File: config.mk
export PLATFORM = sky130hd
export DESIGN_NAME = mem_arbiter
export DESIGN_NICKNAME = d
export VERILOG_FILES = /design/src/rtl/mem_arbiter.sv
export SDC_FILE = /design/constraint.sdc
export NUM_CORES = 1
export LEC_CHECK = 0
export CORE_AREA = 2 2 106 108
export CTS_CLUSTER_DIAMETER = 80
export CTS_CLUSTER_SIZE = 14
export DETAILED_ROUTE_END_ITERATION = 6
export DIE_AREA = 0 0 108 110
export DONT_BUFFER_PORTS = 1
export SLEW_MARGIN = 20
export SYNTH_ARGS = -nofsm -noshare
export SYNTH_HDL_FRONTEND = slang
export SYNTH_SLANG_ARGS = --single-unit
File: constraint.sdc
create_clock -name clk_i -period 5.25 [get_ports clk_i]
set_clock_uncertainty 0.15 [all_clocks]
set_input_delay 1.575 -clock clk_i [delete_from_list [all_inputs] [get_ports clk_i]]
set_output_delay 1.575 -clock clk_i [all_outputs]
set_load 0.02 [all_outputs]
File: src/rtl/mem_arbiter.sv
// mem_arbiter: shares a single-port synchronous memory between an instruction
// fetch port and a load/store port. Grants are combinational from the
// same-cycle requests. The data port has priority, but a waiting fetch is
// granted once STARVE_LIMIT consecutive data grants have gone by.
// Read data returns exactly one cycle after the grant and is steered to the
// port that owned that grant.
//
// state       | meaning
// ------------+-----------------------------------------------------------
// OWN_NONE    | no access was granted last cycle; no response this cycle
// OWN_INSTR   | last cycle granted a fetch; mem_rdata_i goes to the instr port
// OWN_DATA_RD | last cycle granted a load; mem_rdata_i goes to the data port
// OWN_DATA_WR | last cycle granted a store; acknowledge with zero data
module mem_arbiter #(
  parameter int ADDRESS_WIDTH = 32,
  parameter int DATA_WIDTH    = 32,
  parameter int STARVE_LIMIT  = 4
) (
  input  logic                     clk_i,
  input  logic                     rst_i,
  input  logic                     instr_req_i,
  input  logic [ADDRESS_WIDTH-1:0] instr_addr_i,
  output logic                     instr_gnt_o,
  output logic                     instr_rvalid_o,
  output logic [DATA_WIDTH-1:0]    instr_rdata_o,
  input  logic                     data_req_i,
  input  logic                     data_we_i,
  input  logic [3:0]               data_be_i,
  input  logic [ADDRESS_WIDTH-1:0] data_addr_i,
  input  logic [DATA_WIDTH-1:0]    data_wdata_i,
  output logic                     data_gnt_o,
  output logic                     data_rvalid_o,
  output logic [DATA_WIDTH-1:0]    data_rdata_o,
  output logic                     mem_en_o,
  output logic                     mem_we_o,
  output logic [3:0]               mem_be_o,
  output logic [ADDRESS_WIDTH-1:0] mem_addr_o,
  output logic [DATA_WIDTH-1:0]    mem_wdata_o,
  input  logic [DATA_WIDTH-1:0]    mem_rdata_i
);

  localparam int CW = (STARVE_LIMIT < 1) ? 1 : $clog2(STARVE_LIMIT + 1);
  localparam logic [CW-1:0] LIMIT = CW'(STARVE_LIMIT);
  localparam logic [ADDRESS_WIDTH-1:0] BYTE_MASK = ADDRESS_WIDTH'(3);

  typedef enum logic [1:0] {
    OWN_NONE    = 2'd0,
    OWN_INSTR   = 2'd1,
    OWN_DATA_RD = 2'd2,
    OWN_DATA_WR = 2'd3
  } owner_e;

  owner_e        owner_q, owner_d;
  logic [CW-1:0] starve_q, starve_d;
  logic          instr_gnt, data_gnt;

  // Arbitration: data first unless the fetch has waited its limit; nothing during reset.
  always_comb begin
    instr_gnt = 1'b0;
    data_gnt  = 1'b0;
    if (!rst_i) begin
      if (instr_req_i && (!data_req_i || starve_q == LIMIT)) begin
        instr_gnt = 1'b1;
      end else if (data_req_i) begin
        data_gnt = 1'b1;
      end
    end
  end

  assign instr_gnt_o = instr_gnt;
  assign data_gnt_o  = data_gnt;
  assign mem_en_o    = instr_gnt | data_gnt;

  // Memory command for the granted port; all zero when idle.
  always_comb begin
    mem_we_o    = 1'b0;
    mem_be_o    = 4'h0;
    mem_addr_o  = '0;
    mem_wdata_o = '0;
    if (instr_gnt) begin
      mem_be_o   = 4'hF;
      mem_addr_o = instr_addr_i & ~BYTE_MASK;
    end else if (data_gnt) begin
      mem_we_o    = data_we_i;
      mem_be_o    = data_we_i ? data_be_i : 4'hF;
      mem_addr_o  = data_addr_i & ~BYTE_MASK;
      mem_wdata_o = data_wdata_i;
    end
  end

  // Next starve count and next response owner.
  always_comb begin
    starve_d = starve_q;
    if (instr_gnt || !instr_req_i) begin
      starve_d = '0;
    end else if (data_gnt && starve_q != LIMIT) begin
      starve_d = starve_q + CW'(1);
    end

    owner_d = OWN_NONE;
    if (instr_gnt) begin
      owner_d = OWN_INSTR;
    end else if (data_gnt) begin
      owner_d = data_we_i ? OWN_DATA_WR : OWN_DATA_RD;
    end
  end

  // Owner FSM and starve counter; reset drops any pending response.
  always_ff @(posedge clk_i) begin
    if (rst_i) begin
      owner_q  <= OWN_NONE;
      starve_q <= '0;
    end else begin
      owner_q  <= owner_d;
      starve_q <= starve_d;
    end
  end

  // Response steering; held silent while reset is asserted.
  always_comb begin
    instr_rvalid_o = 1'b0;
    instr_rdata_o  = '0;
    data_rvalid_o  = 1'b0;
    data_rdata_o   = '0;
    if (!rst_i) begin
      case (owner_q)
        OWN_INSTR: begin
          instr_rvalid_o = 1'b1;
          instr_rdata_o  = mem_rdata_i;
        end
        OWN_DATA_RD: begin
          data_rvalid_o = 1'b1;
          data_rdata_o  = mem_rdata_i;
        end
        OWN_DATA_WR: begin
          data_rvalid_o = 1'b1;
        end
        default: ;
      endcase
    end
  end

endmodule
==> results.cfg, run 1 <==
[status]
status = complete, no violations

[yosys]
synth_top_area_cell = nand3b_1
synthFlopType = dfxtp_1
async_reset_ff_share_pct = 0
syn_area_per_cell_um2 = 6.80
ys_warn_count = 0
synth_top_area_share_pct = 25.5
synth_cells = 268
synth.area.top_cells = nand3b_1 26%, and2_1 23%, and3_1 11%
syn_area_mm2 = 0.00182
synth-edff-count = 0
yosysUniqueCellTypes = 28
synth.most_common_cell = and2_1
ys_seq_area_share_pct = 5.49
synth_commonest_cells = 66 x and2_1, 62 x nand3b_1, 33 x and3_1, 30 x o22ai_1, 14 x buf_2
ys_ff_latch = 5

[drt]
postRouteAntennaNets = 0
routed-via-count = 2021
drt_iter0_drc = 106
drc = 0
via_per_inst = 5.25
drt-total-wl_um = 8600
route.detailed.wl_per_inst_um = 22.3
firstDrtPassIters = 4

[placement]
place_congestion = 0.826
dp_cells = 376
io_buffers = 0
dp_hpwl_um = 7030

[clock_tree]
cts_max_level = 1
cts_tree = yes
clk_pin_slew_ps = 40
clk_path_buf_depth = 2
clk_latency_ps = 230
cts_sinks = 5
cts_buffers = 3
post_cts_resized = 0
cts-root-buf = clkbuf_8
hold_buffers = 0
postCtsSetupRepairBufs = 0

[hold_path]
hp-class = flop to flop
min_path_cells = 1
hold_path.startpoint = starve_q[0]
hold_end = starve_q[0]

[setup_path]
r2r-start = starve_q[0]
reg2reg_depth = 4
critPathArrivalTime_ps = 2770
cp_slowest_cell = nand3_1
crit_cells = 2
startpoint = instr_req_i
worstSetupPathType = input port to output pin
worstPathMaxFanout = 40
setup.worst_path.start_class = input port
timing.rr.end = owner_q[1]
crit_buf_inv = 0
crit_required_ps = 3530
ff2ff_setup_slack_ps = 3240
crit_chain = nand3_1, and3_1
cpPeakStageDelay_ps = 600
cp-end-kind = output pin
cpLargestDelayFamily = simple AND/OR/NAND/NOR gates

[sta]
hold_violations = 0
rsz0062_at_grt = false
worst_slew_pin_slew_ps = 883
slew_headroom_pct = 40.9
tns_ps = 0
min_period_over_period_pct = 85.5
slew_viol_final = 0
fmax_mhz = 223
min_period_ps = 4490
setup_viol = 0

[global_route]
antenna_found_initial = 5
grt_pass1_wl_um = 9990
grt_use_total_pct = 12.2
grt_max_degree = 70
grt_pass1_vias = 1528
gr-total-overflow = 0

[final_layout]
final_net_count = 380
area_delta_synth_final_pct = 4.40
stdcell_count = 385
n_fill_cell = 1218
ff_latch_area_um2 = 100
layout-drive-gt1-share_pct = 5.00
multi_input_area_mm2 = 0.00151

[die]
die_area_mm2 = 0.0119
fp.dieH_um = 110
start_util_pct = 17.0
dieWidth_um = 108
rows = 38
core_mm2 = 0.0107
pin_count = 275

[power_and_ir_drop]
peakVddDrop_v = 0.0000710
leakage_uw = 0.000714
powerDensity_mw_per_mm2 = 126

[flow_run]
maxCapViolations = 0
-- flip-flops by register name (all words and copies together) (netlist names) --
signal / cells
owner_q: 2
starve_q: 3
-- stage by stage --
stage | hold slack (ps) | worst slack [ps] | utilization, % | area [um2] | power, uW
2_1_floorplan | 276 | 1020 | - | 1830 | 171
4_1_cts | 320 | 796 | 17.7 | 1890 | 241
5_1_grt | 333 | 655 | 17.8 | 1900 | 252
6_report | 319 | 760 | 17.8 | 1900 | 240
3_5_place_dp | 322 | 795 | 17.2 | 1840 | 166
3_3_place_gp | 286 | 859 | 17.2 | 1840 | 165
-- power breakdown --
part / switching (uW) / total, uW / internal, uW / leakage (uW)
Sequential: 0.970 / 40.5 / 39.6 / 0.0000410
Clock: 21.8 / 74.2 / 52.4 / 0.0000228
Combinational: 87.2 / 125 / 37.7 / 0.000650
-- placed cells by master, fill, tap and decap left out --
| cell | Yosys | layout |
|---|---|---|
| a21oi_1 | 1 | 1 |
| buf_4 | 6 | 4 |
| nand2_1 | 1 | 1 |
| nor2_1 | 1 | 1 |
| ha_1 | 2 | 2 |
| and2_1 | 66 | 66 |
| nor3b_2 | 2 | 2 |
| dfxtp_1 | 5 | 5 |
| and2b_1 | 1 | 1 |
| clkbuf_8 | 0 | 3 |
| conb_1 | 1 | 2 |
| nand3_1 | 1 | 1 |
| or3b_2 | 1 | 1 |
| and3_1 | 33 | 33 |
| o22ai_1 | 30 | 30 |
| nor3b_1 | 5 | 5 |
| nand2b_1 | 1 | 1 |
| o32ai_1 | 1 | 1 |
| inv_1 | 8 | 8 |
| o21bai_4 | 1 | 1 |
| diode_2 | 0 | 5 |
| a311oi_1 | 4 | 4 |
| a21boi_4 | 1 | 1 |
| nor3_1 | 1 | 1 |
| nand3b_1 | 62 | 62 |
| nor2b_1 | 1 | 1 |
| clkbuf_1 | 11 | 1 |
| and4_1 | 1 | 1 |
-- per-layer routing --
metal | GRT usage (%) | up-vias | wire [um]
li1 | - | 892 | -
met5 | 0 | - | 27
met1 | 11.2 | 935 | 2940
met3 | 4.59 | 16 | 998
met2 | 22.8 | 174 | 4330
met4 | 7.42 | 4 | 308
-- final cells by class --
class / instances / share of cell area [%]
Inverter: 8 / 1.58
Sequential cell: 5 / 5.26
Timing Repair Buffer: 4 / 1.58
Multi-Input combinational cell: 219 / 79.3
Tap cell: 140 / 9.21
Clock buffer: 4 / 2.37
Antenna cell: 5 / 0.658
-- how the worst max path moves through the flow --
| stage | endpoint | slack, ps |
|---|---|---|
| after floorplan | mem_be_o[0] | 1020 |
| after global placement | mem_be_o[3] | 860 |
| final | mem_wdata_o[13] | 760 |
| after detailed placement | mem_wdata_o[13] | 790 |
| after CTS | mem_wdata_o[13] | 800 |
| after global routing | mem_wdata_o[13] | 660 |
-- cell families (layout without fill, tap and decap cells) --
logic type      after synthesis  count (layout)  share of synthesized area (%)
other cells                   1               7                          0.206
simple gates                177             177                           66.0
fa+ha+maj                     2               2                           1.37
compound gates               38              38                           15.0
buf+inv                      45              16                           11.9
flops                         5               5                           5.49
No activity file was read; power rests on OpenSTA's default activity.
==> inputs of run 2 (changes only) <==
--- a/config.mk
+++ b/config.mk
@@ -5,11 +5,11 @@
 export SDC_FILE = /design/constraint.sdc
 export NUM_CORES = 1
 export LEC_CHECK = 0
-export CORE_AREA = 2 2 106 108
+export CORE_AREA = 2 2 107 109
 export CTS_CLUSTER_DIAMETER = 80
 export CTS_CLUSTER_SIZE = 14
 export DETAILED_ROUTE_END_ITERATION = 6
-export DIE_AREA = 0 0 108 110
+export DIE_AREA = 0 0 109 111
 export DONT_BUFFER_PORTS = 1
 export SLEW_MARGIN = 20
 export SYNTH_ARGS = -nofsm -noshare
==> results.cfg, run 2 (synthesis gave the netlist of run 1 again) <==
[status]
status = complete, no violations

[sta]
slew_headroom_pct = 43.6
slew_viol_final = 0
whs_ps = 305
fmax_mhz = 225
tns_ps = 0
setup_viol = 0
min_period_ps = 4440
hold_violations = 0
min_period_over_period_pct = 84.6
rsz0062_at_grt = false
final.setup.worst_slack_ps = 810
worst_slew_pin_slew_ps = 840

[power_and_ir_drop]
powerDensity_mw_per_mm2 = 151
p_clk_share_pct = 43.3
peakVddDrop_v = 0.0000646
pwr-share-comb_pct = 42.8
switching_share_pct = 38.6
leakage_uw = 0.000729
intPower_uw = 178
seqPwrFrac_pct = 14.0
switchingPower_uw = 112

[clock_tree]
hold_buffers = 0
cts_tree = yes
post_cts_resized = 0
cts_buffers = 3
clk_path_buf_depth = 2
clk_latency_ps = 230
postCtsSetupRepairBufs = 0
cts_max_level = 1
cts-root-buf = clkbuf_16
clk_pin_slew_ps = 30
cts_sinks = 5

[setup_path]
cp_slowest_cell = nand3_1
cpPeakStageDelay_ps = 570
crit_required_ps = 3530
worstSetupPathType = input port to output pin
crit_chain = nand3_1, and3_1
r2r-start = starve_q[0]
critPathArrivalTime_ps = 2710
cpLargestDelayFamily = simple AND/OR/NAND/NOR gates
ff2ff_setup_slack_ps = 3280
crit_buf_inv = 0
reg2reg_depth = 4
cp-end-kind = output pin
crit_end = mem_wdata_o[27]
timing.rr.end = owner_q[1]
crit_cells = 2
worstPathMaxFanout = 40
startpoint = instr_req_i
setup.worst_path.start_class = input port

[drt]
via_per_inst = 5.10
postRouteAntennaNets = 0
drt-total-wl_um = 6920
drc = 0
firstDrtPassIters = 4
route.detailed.wl_per_inst_um = 18.1
drt_iter0_drc = 112
routed-via-count = 1954

[hold_path]
hp-class = flop to flop

[global_route]
grt_pass1_wl_um = 9500
gr-total-overflow = 0
antenna_found_initial = 0
grt_max_degree = 70
grt_use_total_pct = 10.1
grt_pass1_vias = 1708

[die]
core_mm2 = 0.0111
pin_count = 275
fp.dieH_um = 111
start_util_pct = 16.4
dieWidth_um = 109
die_area_mm2 = 0.0121
rows = 39

[flow_run]
maxCapViolations = 0

[placement]
pre_cts_ws_ps = 783
io_buffers = 0
dp_hpwl_um = 5720
place_congestion = 0.810

[final_layout]
diodes = 0
largest_reg_flops = 3
layout-drive-gt1-share_pct = 5.00
final_cell_mix = 66 x and2_1, 62 x nand3b_1, 33 x and3_1
largestRegisters = starve_q x3, owner_q x2
area_delta_synth_final_pct = 5.77
top_register = starve_q
final_net_count = 380
final_common_cell = and2_1
## run 2: changes by cell type in the layout (fill, tap and decap cells not counted)
cell / change
clkbuf_16: +3
clkbuf_8: -3
diode_2: -5
## run 2: how the worst min path moves through the flow
stage               cells past startpoint  slack (ps)        start           to
floorplan                               1         280  starve_q[0]  starve_q[0]
global placement                        1         290  starve_q[0]  starve_q[0]
detailed placement                      1         300  starve_q[0]  starve_q[0]
CTS                                     1         300  starve_q[0]  starve_q[0]
global route                            1         340  starve_q[0]  starve_q[0]
finish                                  1         310  starve_q[0]  starve_q[0]
## run 2: power by group through the flow
stage / registers, uW / clock network (uW) / logic, uW
3_5_place_dp: 41.1 / 0 / 125
4_1_cts: 40.6 / 128 / 125
2_1_floorplan: 40.9 / 0 / 130
5_1_grt: 40.8 / 131 / 133
6_report: 40.5 / 126 / 124
3_3_place_gp: 41.0 / 0 / 123
## run 2: final cells by class
type,count,area (um2)
Clock buffer,4,78.8
Fill cell,1269,9150
Inverter,8,30.0
Multi-Input combinational cell,219,1510
Sequential cell,5,100
Tap cell,143,179
Timing Repair Buffer,4,30.0
## run 2: routing by layer
| layer | track usage, % | share of wire, % | vias to the layer above |
|---|---|---|---|
| met5 | 0 | 0 | - |
| li1 | - | - | 888 |
| met1 | 11.6 | 40 | 915 |
| met3 | 1.76 | 7.7 | 2 |
| met2 | 19.5 | 52 | 149 |
| met4 | 1.28 | 0.20 | 0 |
## run 2: stage by stage
stage          area, um2  utilization [%]  cells  total power [uW]
3_5_place_dp        1850             16.7    379               166
5_1_grt             1930             17.4    383               305
4_1_cts             1930             17.4    383               294
2_1_floorplan       1830                -    269               171
6_report            1930             17.4    383               291
3_3_place_gp        1850             16.7    379               164
